**config.mk**
```make
export PLATFORM = sky130hd
export DESIGN_NAME = fp_div
export DESIGN_NICKNAME = d
export VERILOG_FILES = /design/src/rtl/rounding_pkg.sv /design/src/rtl/round_div.sv /design/src/rtl/fp_div.sv
export SDC_FILE = /design/constraint.sdc
export NUM_CORES = 1
export LEC_CHECK = 0
export ABC_CLOCK_PERIOD_IN_PS = 4930
export BUFFER_PORTS_ARGS = -buffer_cell sky130_fd_sc_hd__buf_2
export CORE_MARGIN = 5
export CORE_UTILIZATION = 55
export CTS_CLUSTER_DIAMETER = 150
export DETAILED_ROUTE_END_ITERATION = 10
export PLACE_DENSITY = 0.75
export SYNTH_ARGS = -nofsm -noshare
export SYNTH_HDL_FRONTEND = slang
export SYNTH_SLANG_ARGS = --single-unit
```
**constraint.sdc**
```tcl
create_clock -name clk -period 4.93 [get_ports clk]
set_clock_uncertainty 0.05 [all_clocks]
set_input_delay 0.986 -clock clk [delete_from_list [all_inputs] [get_ports clk]]
set_output_delay 0.986 -clock clk [all_outputs]
set_load 0.02 [all_outputs]
```
**src/rtl/rounding_pkg.sv**
```systemverilog
// Shared rounding-mode encoding plus the divider FSM states, special-operand classes and
// constants used by fp_div and round_div.
package rounding_pkg;

  // Encodings 6 and 7 are unused and behave as round-to-nearest-even.
  typedef enum logic [2:0] {
    RndIeeeNear = 3'd0,
    RndIeeeZero = 3'd1,
    RndIeeePinf = 3'd2,
    RndIeeeNinf = 3'd3,
    RndNearUp   = 3'd4,
    RndAwayZero = 3'd5
  } round_mode_t;

  typedef enum logic [2:0] {
    StIdle,
    StPrep,
    StDiv,
    StRound,
    StDone
  } div_state_e;

  typedef enum logic [2:0] {
    SpNone,
    SpNan,
    SpInf,
    SpDivZero,
    SpZero
  } special_e;

  localparam int unsigned ITER = 25;
  localparam int unsigned BIAS = 127;
  localparam logic [31:0] QNAN = 32'h7FC0_0000;

  // status = {1'b0, div_by_zero, inexact, huge, tiny, nan, inf, zero}
  localparam logic [7:0] StatusNan     = 8'h04;
  localparam logic [7:0] StatusInf     = 8'h02;
  localparam logic [7:0] StatusDivZero = 8'h42;
  localparam logic [7:0] StatusZero    = 8'h01;

endpackage

```
**src/rtl/round_div.sv**
```systemverilog
// Rounds the 24-bit quotient significand with guard/sticky and applies the overflow and
// underflow result selection for the active rounding mode. Purely combinational.
module round_div
  import rounding_pkg::*;
(
  input  logic              sign_i,
  input  logic signed [9:0] exp_i,
  input  logic [23:0]       mant_i,
  input  logic              guard_i,
  input  logic              sticky_i,
  input  logic [2:0]        rnd_i,
  output logic [31:0]       z_o,
  output logic [7:0]        status_o
);

  logic              inexact;
  logic              inc;
  logic              to_inf;
  logic              to_min;
  logic [24:0]       mant_r;
  logic signed [9:0] exp_r;
  logic [22:0]       frac;

  always_comb begin
    inexact = guard_i | sticky_i;
    inc     = guard_i & (sticky_i | mant_i[0]);
    // to_inf: overflow saturates to infinity; to_min: underflow lifts to min normal
    to_inf  = 1'b1;
    to_min  = 1'b0;
    case (rnd_i)
      RndIeeeZero: begin
        inc    = 1'b0;
        to_inf = 1'b0;
      end
      RndIeeePinf: begin
        inc    = ~sign_i & inexact;
        to_inf = ~sign_i;
        to_min = ~sign_i;
      end
      RndIeeeNinf: begin
        inc    = sign_i & inexact;
        to_inf = sign_i;
        to_min = sign_i;
      end
      RndNearUp: begin
        inc = guard_i;
      end
      RndAwayZero: begin
        inc    = inexact;
        to_min = 1'b1;
      end
      default: begin
      end
    endcase

    mant_r = {1'b0, mant_i} + {24'd0, inc};
    exp_r  = mant_r[24] ? exp_i + 10'sd1 : exp_i;
    frac   = mant_r[24] ? mant_r[23:1] : mant_r[22:0];

    z_o      = {sign_i, exp_r[7:0], frac};
    status_o = {2'b00, inexact, 5'b00000};

    if (exp_r >= 10'sd255) begin
      if (to_inf) begin
        z_o      = {sign_i, 8'hFF, 23'd0};
        status_o = 8'h32;
      end else begin
        z_o      = {sign_i, 8'hFE, 23'h7F_FFFF};
        status_o = 8'h30;
      end
    end else if (exp_r <= 10'sd0) begin
      if (to_min) begin
        z_o      = {sign_i, 8'h01, 23'd0};
        status_o = 8'h28;
      end else begin
        z_o      = {sign_i, 31'd0};
        status_o = 8'h29;
      end
    end
  end

endmodule

```
**src/rtl/fp_div.sv**
```systemverilog
// Iterative single-precision divider: operand capture, prep/classification, 25-cycle
// restoring division and a registered result that holds until the next completion.
module fp_div
  import rounding_pkg::*;
(
  input  logic        clk,
  input  logic        rst,
  input  logic [31:0] a,
  input  logic [31:0] b,
  input  logic [2:0]  rnd,
  input  logic        start,
  output logic        busy,
  output logic        done,
  output logic [31:0] z,
  output logic [7:0]  status
);

  div_state_e        state_q, state_d;
  logic [31:0]       a_q, a_d, b_q, b_d;
  logic [2:0]        rnd_q, rnd_d;
  logic              sign_q, sign_d;
  logic signed [9:0] exp_q, exp_d;
  logic [23:0]       mb_q, mb_d;
  logic [25:0]       rem_q, rem_d;
  logic [24:0]       quo_q, quo_d;
  logic [4:0]        cnt_q, cnt_d;
  special_e          special_q, special_d;
  logic [31:0]       z_q, z_d;
  logic [7:0]        status_q, status_d;

  logic [7:0]        ea, eb;
  logic [23:0]       ma, mb;
  logic [24:0]       ma_adj;
  logic signed [9:0] exp_raw, exp_adj;
  logic              a_nan, b_nan, a_inf, b_inf, a_zero, b_zero;
  special_e          special_c;
  logic              rem_ge;
  logic [25:0]       rem_sub;
  logic [31:0]       rnd_z;
  logic [7:0]        rnd_status;

  // Operand unpacking and classification; subnormals flush to zero here.
  always_comb begin
    ea     = a_q[30:23];
    eb     = b_q[30:23];
    ma     = (ea == 8'd0) ? 24'd0 : {1'b1, a_q[22:0]};
    mb     = (eb == 8'd0) ? 24'd0 : {1'b1, b_q[22:0]};
    a_nan  = (ea == 8'hFF) && (a_q[22:0] != 23'd0);
    b_nan  = (eb == 8'hFF) && (b_q[22:0] != 23'd0);
    a_inf  = (ea == 8'hFF) && (a_q[22:0] == 23'd0);
    b_inf  = (eb == 8'hFF) && (b_q[22:0] == 23'd0);
    a_zero = (ea == 8'd0);
    b_zero = (eb == 8'd0);

    exp_raw = 10'(ea) - 10'(eb) + 10'(BIAS);
    if (ma < mb) begin
      ma_adj  = {ma, 1'b0};
      exp_adj = exp_raw - 10'sd1;
    end else begin
      ma_adj  = {1'b0, ma};
      exp_adj = exp_raw;
    end

    if (a_nan || b_nan || (a_zero && b_zero) || (a_inf && b_inf)) begin
      special_c = SpNan;
    end else if (a_inf) begin
      special_c = SpInf;
    end else if (b_zero) begin
      special_c = SpDivZero;
    end else if (a_zero || b_inf) begin
      special_c = SpZero;
    end else begin
      special_c = SpNone;
    end
  end

  assign rem_ge  = rem_q >= {2'b00, mb_q};
  assign rem_sub = rem_ge ? rem_q - {2'b00, mb_q} : rem_q;

  round_div u_round_div (
    .sign_i   (sign_q),
    .exp_i    (exp_q),
    .mant_i   (quo_q[24:1]),
    .guard_i  (quo_q[0]),
    .sticky_i (rem_q != 26'd0),
    .rnd_i    (rnd_q),
    .z_o      (rnd_z),
    .status_o (rnd_status)
  );

  always_comb begin
    state_d   = state_q;
    a_d       = a_q;
    b_d       = b_q;
    rnd_d     = rnd_q;
    sign_d    = sign_q;
    exp_d     = exp_q;
    mb_d      = mb_q;
    rem_d     = rem_q;
    quo_d     = quo_q;
    cnt_d     = cnt_q;
    special_d = special_q;
    z_d       = z_q;
    status_d  = status_q;

    case (state_q)
      StIdle: begin
        if (start) begin
          a_d     = a;
          b_d     = b;
          rnd_d   = rnd;
          state_d = StPrep;
        end
      end
      StPrep: begin
        sign_d    = a_q[31] ^ b_q[31];
        exp_d     = exp_adj;
        rem_d     = {1'b0, ma_adj};
        mb_d      = mb;
        quo_d     = 25'd0;
        cnt_d     = 5'd0;
        special_d = special_c;
        state_d   = StDiv;
      end
      StDiv: begin
        quo_d = {quo_q[23:0], rem_ge};
        rem_d = {rem_sub[24:0], 1'b0};
        cnt_d = cnt_q + 5'd1;
        if (cnt_q == 5'(ITER - 1)) begin
          state_d = StRound;
        end
      end
      StRound: begin
        // Specials still pass through every state so latency never varies.
        case (special_q)
          SpNan: begin
            z_d      = QNAN;
            status_d = StatusNan;
          end
          SpInf: begin
            z_d      = {sign_q, 8'hFF, 23'd0};
            status_d = StatusInf;
          end
          SpDivZero: begin
            z_d      = {sign_q, 8'hFF, 23'd0};
            status_d = StatusDivZero;
          end
          SpZero: begin
            z_d      = {sign_q, 31'd0};
            status_d = StatusZero;
          end
          default: begin
            z_d      = rnd_z;
            status_d = rnd_status;
          end
        endcase
        state_d = StDone;
      end
      StDone: begin
        state_d = StIdle;
      end
      default: begin
        state_d = StIdle;
      end
    endcase
  end

  always_ff @(posedge clk) begin
    if (rst) begin
      state_q   <= StIdle;
      a_q       <= 32'd0;
      b_q       <= 32'd0;
      rnd_q     <= 3'd0;
      sign_q    <= 1'b0;
      exp_q     <= 10'sd0;
      mb_q      <= 24'd0;
      rem_q     <= 26'd0;
      quo_q     <= 25'd0;
      cnt_q     <= 5'd0;
      special_q <= SpNone;
      z_q       <= 32'd0;
      status_q  <= 8'd0;
    end else begin
      state_q   <= state_d;
      a_q       <= a_d;
      b_q       <= b_d;
      rnd_q     <= rnd_d;
      sign_q    <= sign_d;
      exp_q     <= exp_d;
      mb_q      <= mb_d;
      rem_q     <= rem_d;
      quo_q     <= quo_d;
      cnt_q     <= cnt_d;
      special_q <= special_d;
      z_q       <= z_d;
      status_q  <= status_d;
    end
  end

  assign busy   = (state_q == StPrep) || (state_q == StDiv) || (state_q == StRound);
  assign done   = (state_q == StDone);
  assign z      = z_q;
  assign status = status_q;

endmodule

```
* Yosys cells after proc, flatten, opt, wreduce, memory -nomap -nowiden
Cells that the tools add are included.
** Storage, ports and cells
- Logic and storage cells :: 103
- Flip-flop bits (word level) :: 204
** Cells by class
- Reductions and logical operators :: 24
- Bitwise logic cells :: 7
- Multiplexer cells :: 30
- $lt $le $gt $ge :: 4
- Eq/ne operators :: 18
- Add/sub/neg operators :: 7
** Operators by type and width (count)
- two-way mux 24 bit :: 4
- one-hot mux 32 bit (3 select lines) :: 1
- two-way mux 31 bit :: 2
- one-hot mux 26 bit (2 select lines) :: 1
- two-way mux 25 bit :: 2
- one-hot mux 25 bit (2 select lines) :: 1
- zero test 23 bit :: 2
- nonzero test 23 bit :: 2
- one-hot mux 8 bit (4 select lines) :: 1
- >= comparator 26 x 24 -> 1 bit :: 1
- nonzero test 26 bit :: 1
- adder 24 x 1 -> 25 bit :: 1
- subtractor 25 x 24 -> 25 bit :: 1
- < comparator 24 bit :: 1
- two-way mux 23 bit :: 1
- two-way mux 10 bit :: 2
- equality test 3 x 2 -> 1 bit (second input constant) :: 6
- two-way mux 3 bit :: 6
- equality test 8 bit (second input constant) :: 2
- zero test 8 bit :: 2
- two-way mux 8 bit :: 2
- equality test 3 bit (second input constant) :: 4
- one-hot mux 3 bit (4 select lines) :: 1
- adder 10 x 2 -> 10 bit (second input constant) :: 1
- other kinds (24) :: 42

* Depth between registers and ports, before layout
Gate-level depths: netlist of the first run.
- Word-level depth :: 10
- Mapped depth :: 20

* Modules after synthesis
Synthesis of the first run repeated with hierarchy kept, for this count alone.
** Unflattened totals
- Cell total of the unflattened synthesis :: 1659
- Area, all modules :: 12764.7 um2
** Modules (own cells, without submodules)
- fp_div :: cells an instance 1429, times used 1, area each 11124.4 um2
- round_div :: cells an instance 230, times used 1, area each 1640.3 um2

* Worst setup path after synthesis of the first run
No wires, ideal clock.
- Path type :: register to register
- Start :: reg rnd_q[2]
- End :: reg z_q[11], in the netlist z[11]
- Data required time :: 4.802 ns
- Cell stages (with the launch flop) :: 20
- Slack :: 0.764 ns
- Setup time :: 0.078 ns
- Arrival :: 4.039 ns
- Clock period less this slack :: 4.166 ns
- Path through :: dfxtp_1 > nand2b_1 > nor2_1 > ha_1 > o21ai_0 > a21oi_1 > nor2_1 > ha_1 > ha_1 > nand3_2 > or3_1 > buf_6 > nor4_2 > mux2i_1 > o31ai_4 > or4b_1 > buf_2 > nand2b_4 > buf_6 > o22ai_2
** Between the ends
- Cells in the longest elaborated chain, start to end :: 8
- Elaborated cells on any way between the ends :: 16
** Ends and longest elaborated chain
- start: declaration :: line fp_div.sv:20 : logic [2:0] rnd_q, rnd_d;
- start signal: assignment :: line fp_div.sv:187 : rnd_q <= rnd_d;
- equality test 3 bit (tied with other cells) :: line round_div.sv:30 : case (rnd_i)
- one-hot mux 1 bit (5 select lines) :: line round_div.sv:30
- adder 24 x 1 -> 25 bit :: line round_div.sv:56 : mant_r = {1'b0, mant_i} + {24'd0, inc};
- two-way mux 10 bit :: line round_div.sv:57 : exp_r = mant_r[24] ? exp_i + 10'sd1 : exp_i;
- less-or-equal comparator 10 x 1 -> 1 bit :: line round_div.sv:71 : end else if (exp_r <= 10'sd0) begin
- two-way mux 31 bit :: line round_div.sv:71
- two-way mux 31 bit (*) :: line round_div.sv:63 : if (exp_r >= 10'sd255) begin
- one-hot mux 32 bit (3 select lines) (*) :: line fp_div.sv:135 : case (special_q)
- end signal: assignment :: line fp_div.sv:195 : z_q <= z_d;
- end: declaration :: line fp_div.sv:28 : logic [31:0] z_q, z_d;
Mark *: on every way between the ends. The rest lies on a longest branch, timed or not.
A chain may end at the register's enable or synchronous reset.

* Worst setup path in the final report of the first run
- Start :: reg rem_q[6]
- End :: reg z_q[3], in the netlist z[3]
** Between the ends
- Cells in the longest elaborated chain, start to end :: 10
- Elaborated cells on any way between the ends :: 15
** Ends and longest elaborated chain
- start: declaration :: line fp_div.sv:24 : logic [25:0] rem_q, rem_d;
- start signal: assignment :: line fp_div.sv:191 : rem_q <= rem_d;
- nonzero test 26 bit (*) :: line fp_div.sv:85 : .sticky_i (rem_q != 26'd0),
- OR 1 bit, on equally long branches :: line round_div.sv:26, round_div.sv:25
- bitwise AND 1 bit, on equally long branches :: line round_div.sv:26, round_div.sv:36, round_div.sv:41
- one-hot mux 1 bit (5 select lines) (*) :: line round_div.sv:30
- adder 24 x 1 -> 25 bit (*) :: line round_div.sv:56
- two-way mux 10 bit :: line round_div.sv:57
- less-or-equal comparator 10 x 1 -> 1 bit :: line round_div.sv:71
- two-way mux 31 bit :: line round_div.sv:71
- two-way mux 31 bit (*) :: line round_div.sv:63
- one-hot mux 32 bit (3 select lines) (*) :: line fp_div.sv:135
Marked as above.

==> flow_summary.yaml, run 1 <==
outcome:
  status: "complete, no violations"
floorplanning:
  coreArea_mm2: 0.02182
  die-area_mm2: 0.02517
  die_x_um: 158.6
  rows: 54
  ios: 112
  die_h_um: 158.6
  initial_core_util_pct: 55.68
sta:
  tns_ps: 0
  fmax_mhz: 217.6
  finalHoldViolations: 0
  report.final.slew_viol_count: 0
  grt_setup_unrepaired: "no"
  finalWorstSetupSlack_ps: 335.4
  fin_crit_sh_pct: 93.20
  period_minus_slack_ps: 4595
  slew_headroom_pct: 17.16
  setup_viol: 0
  tightest_slew_ps: 1238
routing:
  drt_iter0_drc: 1086
  antenna_left: 0
  via_per_inst: 6.066
  dr.pass1.iters: 5
  wl_per_cell_um: 17.59
  num_vias: 11680
  wl_um: 33860
  post-route-drc-count: 0
synth:
  synth.cell_area_mm2: 0.01215
  ys_ff_latch: 203
  ys.flop_type: "dfxtp_1"
  syn-num-nets: 1716
  yosys_warnings: 0
  yosysUniqueCellTypes: 83
  async_flop_share_pct: 0
  synth_area_per_cell_um2: 7.691
  synth_enable_flop_cells: 0
  yosysSeqAreaShare_pct: 33.44
  syn-instance-count: 1580
worst_setup_path:
  crit_arrival_ps: 4970
  critPathMaxStageDelay_ps: 640
  crit_chain: "nor4_1 > and4_1 > nand4_1 > nor2_1 > o32ai_1 > a21oi_1 > nor2_1 > ha_1 > ha_1 > nand3_2 > or3_4 > nor4_4 > mux2i_1 > o31ai_4 > or4b_1 > nand2b_4 > o22ai_1"
  criticalPathCategory: "flop to flop"
  cp.required_ps: 5310
  startpoint_type: "flop"
  worst-path-buf-inv: 0
  cp_max_fo: 11
  endpoint_kind: "flop"
  cpLargestDelayFamily: "simple AND/OR/NAND/NOR gates"
  crit_path_top_delay_cell: "or4b_1"
cts:
  clk_latency_ps: 510
  numCtsBuffers: 23
  ctsLongestPathBuffers: 3
  clock_sinks: 203
  clk_pin_slew_ps: 60
  clk_root_buffer_cell: "clkbuf_16"
  cts_htree_levels: 1
  postCtsSetupBuffers: 0
  tritoncts: "built"
global_route:
  track_usage_pct: 26.41
  use_met1_pct: 39.04
  antenna_found_initial: 0
  gr-usage-met2_pct: 39.79
  grt_pass1_wl_um: 54810
  gr-total-overflow: 0
  grt_pass1_vias: 10840
  grt.busiest_layer: "met2"
  grt_max_degree: 82
  met3_usage_pct: 3.833
placement:
  io_buffers: 110
  place.gp.congestion: 0.9659
  dp_worst_setup_slack_ps: 316.6
  dpl.hpwl_um: 24690
  post_dp_cell_area_mm2: 0.01283
pwr:
  p_leak_nw: 5.402
  peakVddDrop_v: 0.0002677
  powerDensity_mw_per_mm2: 403.7
  power_w: 0.005503
final_layout:
  stdcell_area_mm2: 0.01363
  n_antenna_cell: 0
  area_growth_pct: 12.18
  drive_gt1_share_pct: 12.95
  final.fill_count: 1957
  fin_nets: 1768
run:
  cap_violations: 0
min_path:
  hold_class: "flop to flop"
[per-stage QoR]
stage / util, % / hold slack, ps / std cells
after detailed placement: 58.79 / 394.6 / 1887
after global routing: 62.46 / 424.0 / 1925
after CTS: 62.34 / 402.9 / 1925
after global placement: 58.79 / 386.9 / 1887
final: 62.46 / 399.3 / 1925
after floorplan: - / 386.3 / 1580
[synthesized netlist by cell type, drive strengths merged, types with 4 or more instances]
| library cell | n | share of area, % |
|---|---|---|
| and4 | 7 | 0.50 |
| dfxtp | 203 | 33 |
| ha | 64 | 6.6 |
| nor4 | 28 | 1.5 |
| buf | 19 | 0.81 |
| nand2 | 251 | 7.8 |
| o2111ai | 4 | 0.29 |
| inv | 65 | 2.0 |
| nand2b | 10 | 0.58 |
| clkbuf | 85 | 2.6 |
| xor2 | 20 | 1.4 |
| o21a | 7 | 0.43 |
| o22ai | 40 | 2.4 |
| nor3 | 23 | 1.1 |
| or4 | 7 | 0.43 |
| o21ai | 46 | 1.9 |
| xnor2 | 34 | 2.5 |
| o31a | 5 | 0.36 |
| a211o | 4 | 0.29 |
| nor2 | 119 | 3.7 |
| a22oi | 32 | 2.0 |
| nand3 | 59 | 2.5 |
| a211oi | 34 | 2.2 |
| or3 | 6 | 0.31 |
| o311ai | 5 | 0.36 |
| mux2 | 4 | 0.37 |
| and2 | 33 | 1.7 |
| mux2i | 25 | 2.1 |
| or2 | 10 | 0.51 |
| nand3b | 5 | 0.31 |
| nand4 | 32 | 1.7 |
| o31ai | 5 | 0.42 |
| and3 | 12 | 0.62 |
| a21oi | 169 | 7.0 |
| a21o | 15 | 0.93 |
| o211ai | 6 | 0.37 |
| nor2b | 18 | 0.93 |
| a31oi | 15 | 0.77 |
[cells in the final DEF, fill, tap and decap left out, types with 9 or more instances in the layout]
cell type,count
a211oi_1,32
a21o_1,15
a21oi_1,169
a22oi_1,32
a31oi_1,15
and2_1,32
and3_1,12
buf_2,109
buf_4,20
clkbuf_16,23
dfxtp_1,203
ha_1,64
inv_1,65
mux2i_1,24
nand2_1,251
nand2b_1,9
nand3_1,57
nand4_1,31
nor2_1,118
nor2b_1,18
nor3_1,20
nor4_1,26
o21ai_0,45
o22ai_1,33
or2_2,10
xnor2_1,34
xor2_1,20
[metal layers]
layer	wire [µm]	vias up
met5	0	-
met4	1014	0
met3	2454	72
met2	14640	439
met1	15750	5410
li1	-	5756
[flip-flops by register name, indices dropped and copies added, names as in the netlist, 5 cells and up]
signal	cells
a_q	32
b_q	32
z	32
rem_q	26
quo_q	25
mb_q	24
exp_q	10
status	7
cnt_q	5
[timing repair]
action | 4_1_cts | 5_1_grt
endpoints found under the setup margin | 0 | 17
gates resized for setup | 0 | 4
hold buffers | 0 | 0
[kinds of logic after synthesis]
kind of cell / after synthesis / synth area share [%]
AND/OR/NAND/NOR: 632 / 25.07
AO/OA/AOI/OAI: 423 / 22.38
flip-flops: 203 / 33.44
buffers and inverters: 169 / 5.447
adder cells (fa/ha/maj): 68 / 7.105
XOR/XNOR: 55 / 4.088
multiplexers: 29 / 2.430
other: 1 / 0.03086
[final timing paths]
| kind | depth (start not counted) | endpoint | startpoint | slack, ps |
|---|---|---|---|---|
| worst max register to register | 17 | z[3]$_SDFFE_PP0P_ | rem_q[6]$_SDFFE_PP0P_ | 340 |
| worst min register to register | 2 | status[6]$_SDFFE_PP0P_ | status[6]$_SDFFE_PP0P_ | 400 |
| worst max-delay path | 17 | z[3]$_SDFFE_PP0P_ | rem_q[6]$_SDFFE_PP0P_ | 340 |
| worst min-delay path | 2 | status[6]$_SDFFE_PP0P_ | status[6]$_SDFFE_PP0P_ | 400 |
[worst min-delay path, cell delays in order (launching register included)]
cell and delay [ps]:
dfxtp_1 300, nand2_1 50, a21oi_1 50
[final cells by class]
| class | instances | area (µm²) | area share, % |
|---|---|---|---|
| Inverter | 65 | 244.0 | 1.790 |
| Clock buffer | 29 | 648.1 | 4.754 |
| Tap cell | 280 | 350.3 | 2.570 |
| Multi-Input combinational cell | 1208 | 7472 | 54.81 |
| Clock inverter | 9 | 126.4 | 0.9270 |
| Sequential cell | 203 | 4064 | 29.81 |
| Timing Repair Buffer | 131 | 726.9 | 5.333 |
[power by group]
| group | internal, W | switching (W) |
|---|---|---|
| clock network | 0.00108 | 0.000679 |
| registers | 0.00173 | 0.000108 |
| logic | 0.000747 | 0.00116 |
Power figures use the tool's default switching activity.
==> inputs of run 2 (changes only) <==
--- a/config.mk
+++ b/config.mk
@@ -5,13 +5,14 @@
 export SDC_FILE = /design/constraint.sdc
 export NUM_CORES = 1
 export LEC_CHECK = 0
+export ABC_AREA = 1
 export ABC_CLOCK_PERIOD_IN_PS = 4930
 export BUFFER_PORTS_ARGS = -buffer_cell sky130_fd_sc_hd__buf_2
 export CORE_MARGIN = 5
 export CORE_UTILIZATION = 55
 export CTS_CLUSTER_DIAMETER = 150
 export DETAILED_ROUTE_END_ITERATION = 10
-export PLACE_DENSITY = 0.75
+export PLACE_DENSITY = 0.74
 export SYNTH_ARGS = -nofsm -noshare
 export SYNTH_HDL_FRONTEND = slang
 export SYNTH_SLANG_ARGS = --single-unit
==> flow_summary.yaml, run 2 <==
outcome:
  status: "complete, no violations"
global_route:
  grt_pass1_wl_um: 57720
  gr-total-overflow: 0
  antenna_found_initial: 3
  track_usage_pct: 25.66
  grt_pass1_vias: 11700
  grt_max_degree: 94
sta:
  report.final.slew_viol_count: 0
  slew_headroom_pct: 25.96
  setup_viol: 0
  tightest_slew_ps: 1109
  fin_crit_sh_pct: 83.31
  period_minus_slack_ps: 4107
  finalHoldViolations: 0
  grt_setup_unrepaired: "no"
  tns_ps: 0
  fmax_mhz: 243.5
worst_setup_path:
  cp-startpoint: "rem_q[20]$_SDFFE_PP0P_"
  cp.required_ps: 5240
  endpoint_kind: "flop"
  cp_max_fo: 27
  timing.rr.end: "status[5]$_SDFFE_PP0P_"
  startpoint_type: "flop"
  reg2reg_setup_slack_ps: 820
  crit_arrival_ps: 4420
  rr_worst_depth: 21
  criticalPathCategory: "flop to flop"
  reg2reg_from: "rem_q[20]$_SDFFE_PP0P_"
cts:
  postCtsSetupBuffers: 0
  cts_htree_levels: 1
  clk_root_buffer_cell: "clkbuf_16"
  ctsResizeCount: 0
  clk_latency_ps: 520
  clk_pin_slew_ps: 60
  ctsLongestPathBuffers: 3
  tritoncts: "built"
  numCtsBuffers: 24
  postCtsHoldBufs: 0
  clock_sinks: 203
floorplanning:
  die_x_um: 163.6
  die-area_mm2: 0.02676
  rows: 56
  ios: 112
  initial_core_util_pct: 55.60
  coreArea_mm2: 0.02333
  die_h_um: 163.6
synth:
  ys_ff_latch: 203
  synth.cell_area_mm2: 0.01297
  syn-num-nets: 2148
  synth_enable_flop_cells: 0
  yosysUniqueCellTypes: 55
  yosys.area.top_type_share_pct: 31.32
  syn-instance-count: 2012
  yosys_warnings: 0
  synth_area_per_cell_um2: 6.448
  async_flop_share_pct: 0
  ys.flop_type: "dfxtp_1"
  yosysSeqAreaShare_pct: 31.32
  yosysMostFrequentCell: "nand2_1"
  synth_top_area_cell: "dfxtp_1"
  netlist_top_cells_area: "dfxtp_1 (31%), nand2_1 (13%), a21oi_1 (9.6%), inv_1 (7.6%), ha_1 (6.2%)"
  synth.cells.most_frequent: "nand2_1 (455), inv_1 (264), a21oi_1 (248)"
routing:
  met1_length_um: 16790
  wl_per_cell_um: 14.50
  wl_met3_um: 2070
  wl_um: 34990
  via_per_inst: 5.359
  num_vias: 12930
  top_layer: "met5"
  post-route-drc-count: 0
  drt_iter0_drc: 866
  dr.pass1.iters: 5
  antenna_left: 0
  wl_met2_um: 15360
min_path:
  hold_depth: 2
  hold_class: "flop to flop"
  hold_start: "z[15]$_SDFFE_PP0P_"
  hold_end: "z[15]$_SDFFE_PP0P_"
pwr:
  p_leak_nw: 6.801
  peakVddDrop_v: 0.0003059
  powerDensity_mw_per_mm2: 537.9
placement:
  place.gp.congestion: 0.9603
  dpl.hpwl_um: 26010
  dp.cells: 2368
  io_buffers: 110
final_layout:
  area_growth_pct: 11.92
  drive_gt1_share_pct: 9.799
  final_cells: 2412
  final_cell_mix: "nand2_1 (455), inv_1 (263), a21oi_1 (248), dfxtp_1 (203), nor2_1 (169)"
  fin_nets: 2211
  final_common_cell: "nand2_1"
run:
  cap_violations: 0
[run 2: cell count changes after synthesis, sizes merged, moves of 31 or more]
cell,delta
nor2,+55
o22ai,-39
a21oi,+82
and2,-33
inv,+204
o21ai,+117
nand2,+213
nand3,+86
a22oi,-31
[run 2: final cells by class]
class	count	area, µm²
antenna	1	2.502
fill	2222	8812
clock inverter	10	166.4
clock buffer	33	695.7
multi-input combinational	1445	7472
tap	319	399.1
sequential	203	4064
inverter	271	1020
timing repair buffer	130	700.7
[run 2: routing by layer]
layer  vias to the layer above  track usage, %
met5                         -               0
met4                         4           6.100
met3                        64           3.835
met2                       349           41.00
met1                      5794           36.60
li1                       6714               -
[run 2: per-stage QoR]
stage                     hold WS [ps]  util [%]  worst slack, ps  power (W)  cell area (µm²)
after floorplan                  386.5         -             1709   0.004978            12970
after CTS                        411.9     62.22            810.9   0.007799            14520
final                            410.4     62.23            822.7   0.007810            14520
after global routing             426.5     62.22            371.7   0.008442            14520
after detailed placement         402.7     58.53            820.8   0.005849            13660
after global placement           399.0     58.53            913.0   0.005801            13660
[run 2: critical path: stages (launching register included)]
cell	delay, ps
dfxtp_1	340
nor4_1	290
nor3b_1	400
nand4_1	240
o21ai_0	200
o311ai_0	130
ha_1	250
ha_1	210
nand3_1	190
nor3_4	80
nand2_4	230
inv_2	170
nand2_1	110
nand2_2	190
nand2_1	150
inv_2	70
nand3_4	240
nand2_4	140
inv_2	80
nand2_1	40
nand2_1	80
a21oi_2	60
[run 2: report_power, final]
part | internal, W | switching [W] | total [W]
registers | 0.00186 | 0.000169 | 0.00203
clock network | 0.00120 | 0.000725 | 0.00192
logic | 0.00130 | 0.00256 | 0.00386
total | 0.00436 | 0.00345 | 0.00781
[run 2: logic make-up after synthesis]
logic type / share of synthesized area [%]
AOI/OAI and AO/OA: 18.34
xor gates and xnor gates: 2.835
adders and majority gates: 6.481
buffers and inverters: 11.23
DFF: 31.32
muxes: 0.07716
other: 0.02890
and+or+nand+nor: 29.68
[run 2: how the worst max path moves through the flow]
stage | end | slack, ps | depth (start not counted)
finish | status[5]$_SDFFE_PP0P_ | 820 | 21
CTS | z[28]$_SDFFE_PP0P_ | 810 | 20
global route | z[24]$_SDFFE_PP0P_ | 370 | 21
detailed placement | z[28]$_SDFFE_PP0P_ | 820 | 20
global placement | status[5]$_SDFFE_PP0P_ | 910 | 21
floorplan | z[4]$_SDFFE_PP0P_ | 1710 | 21
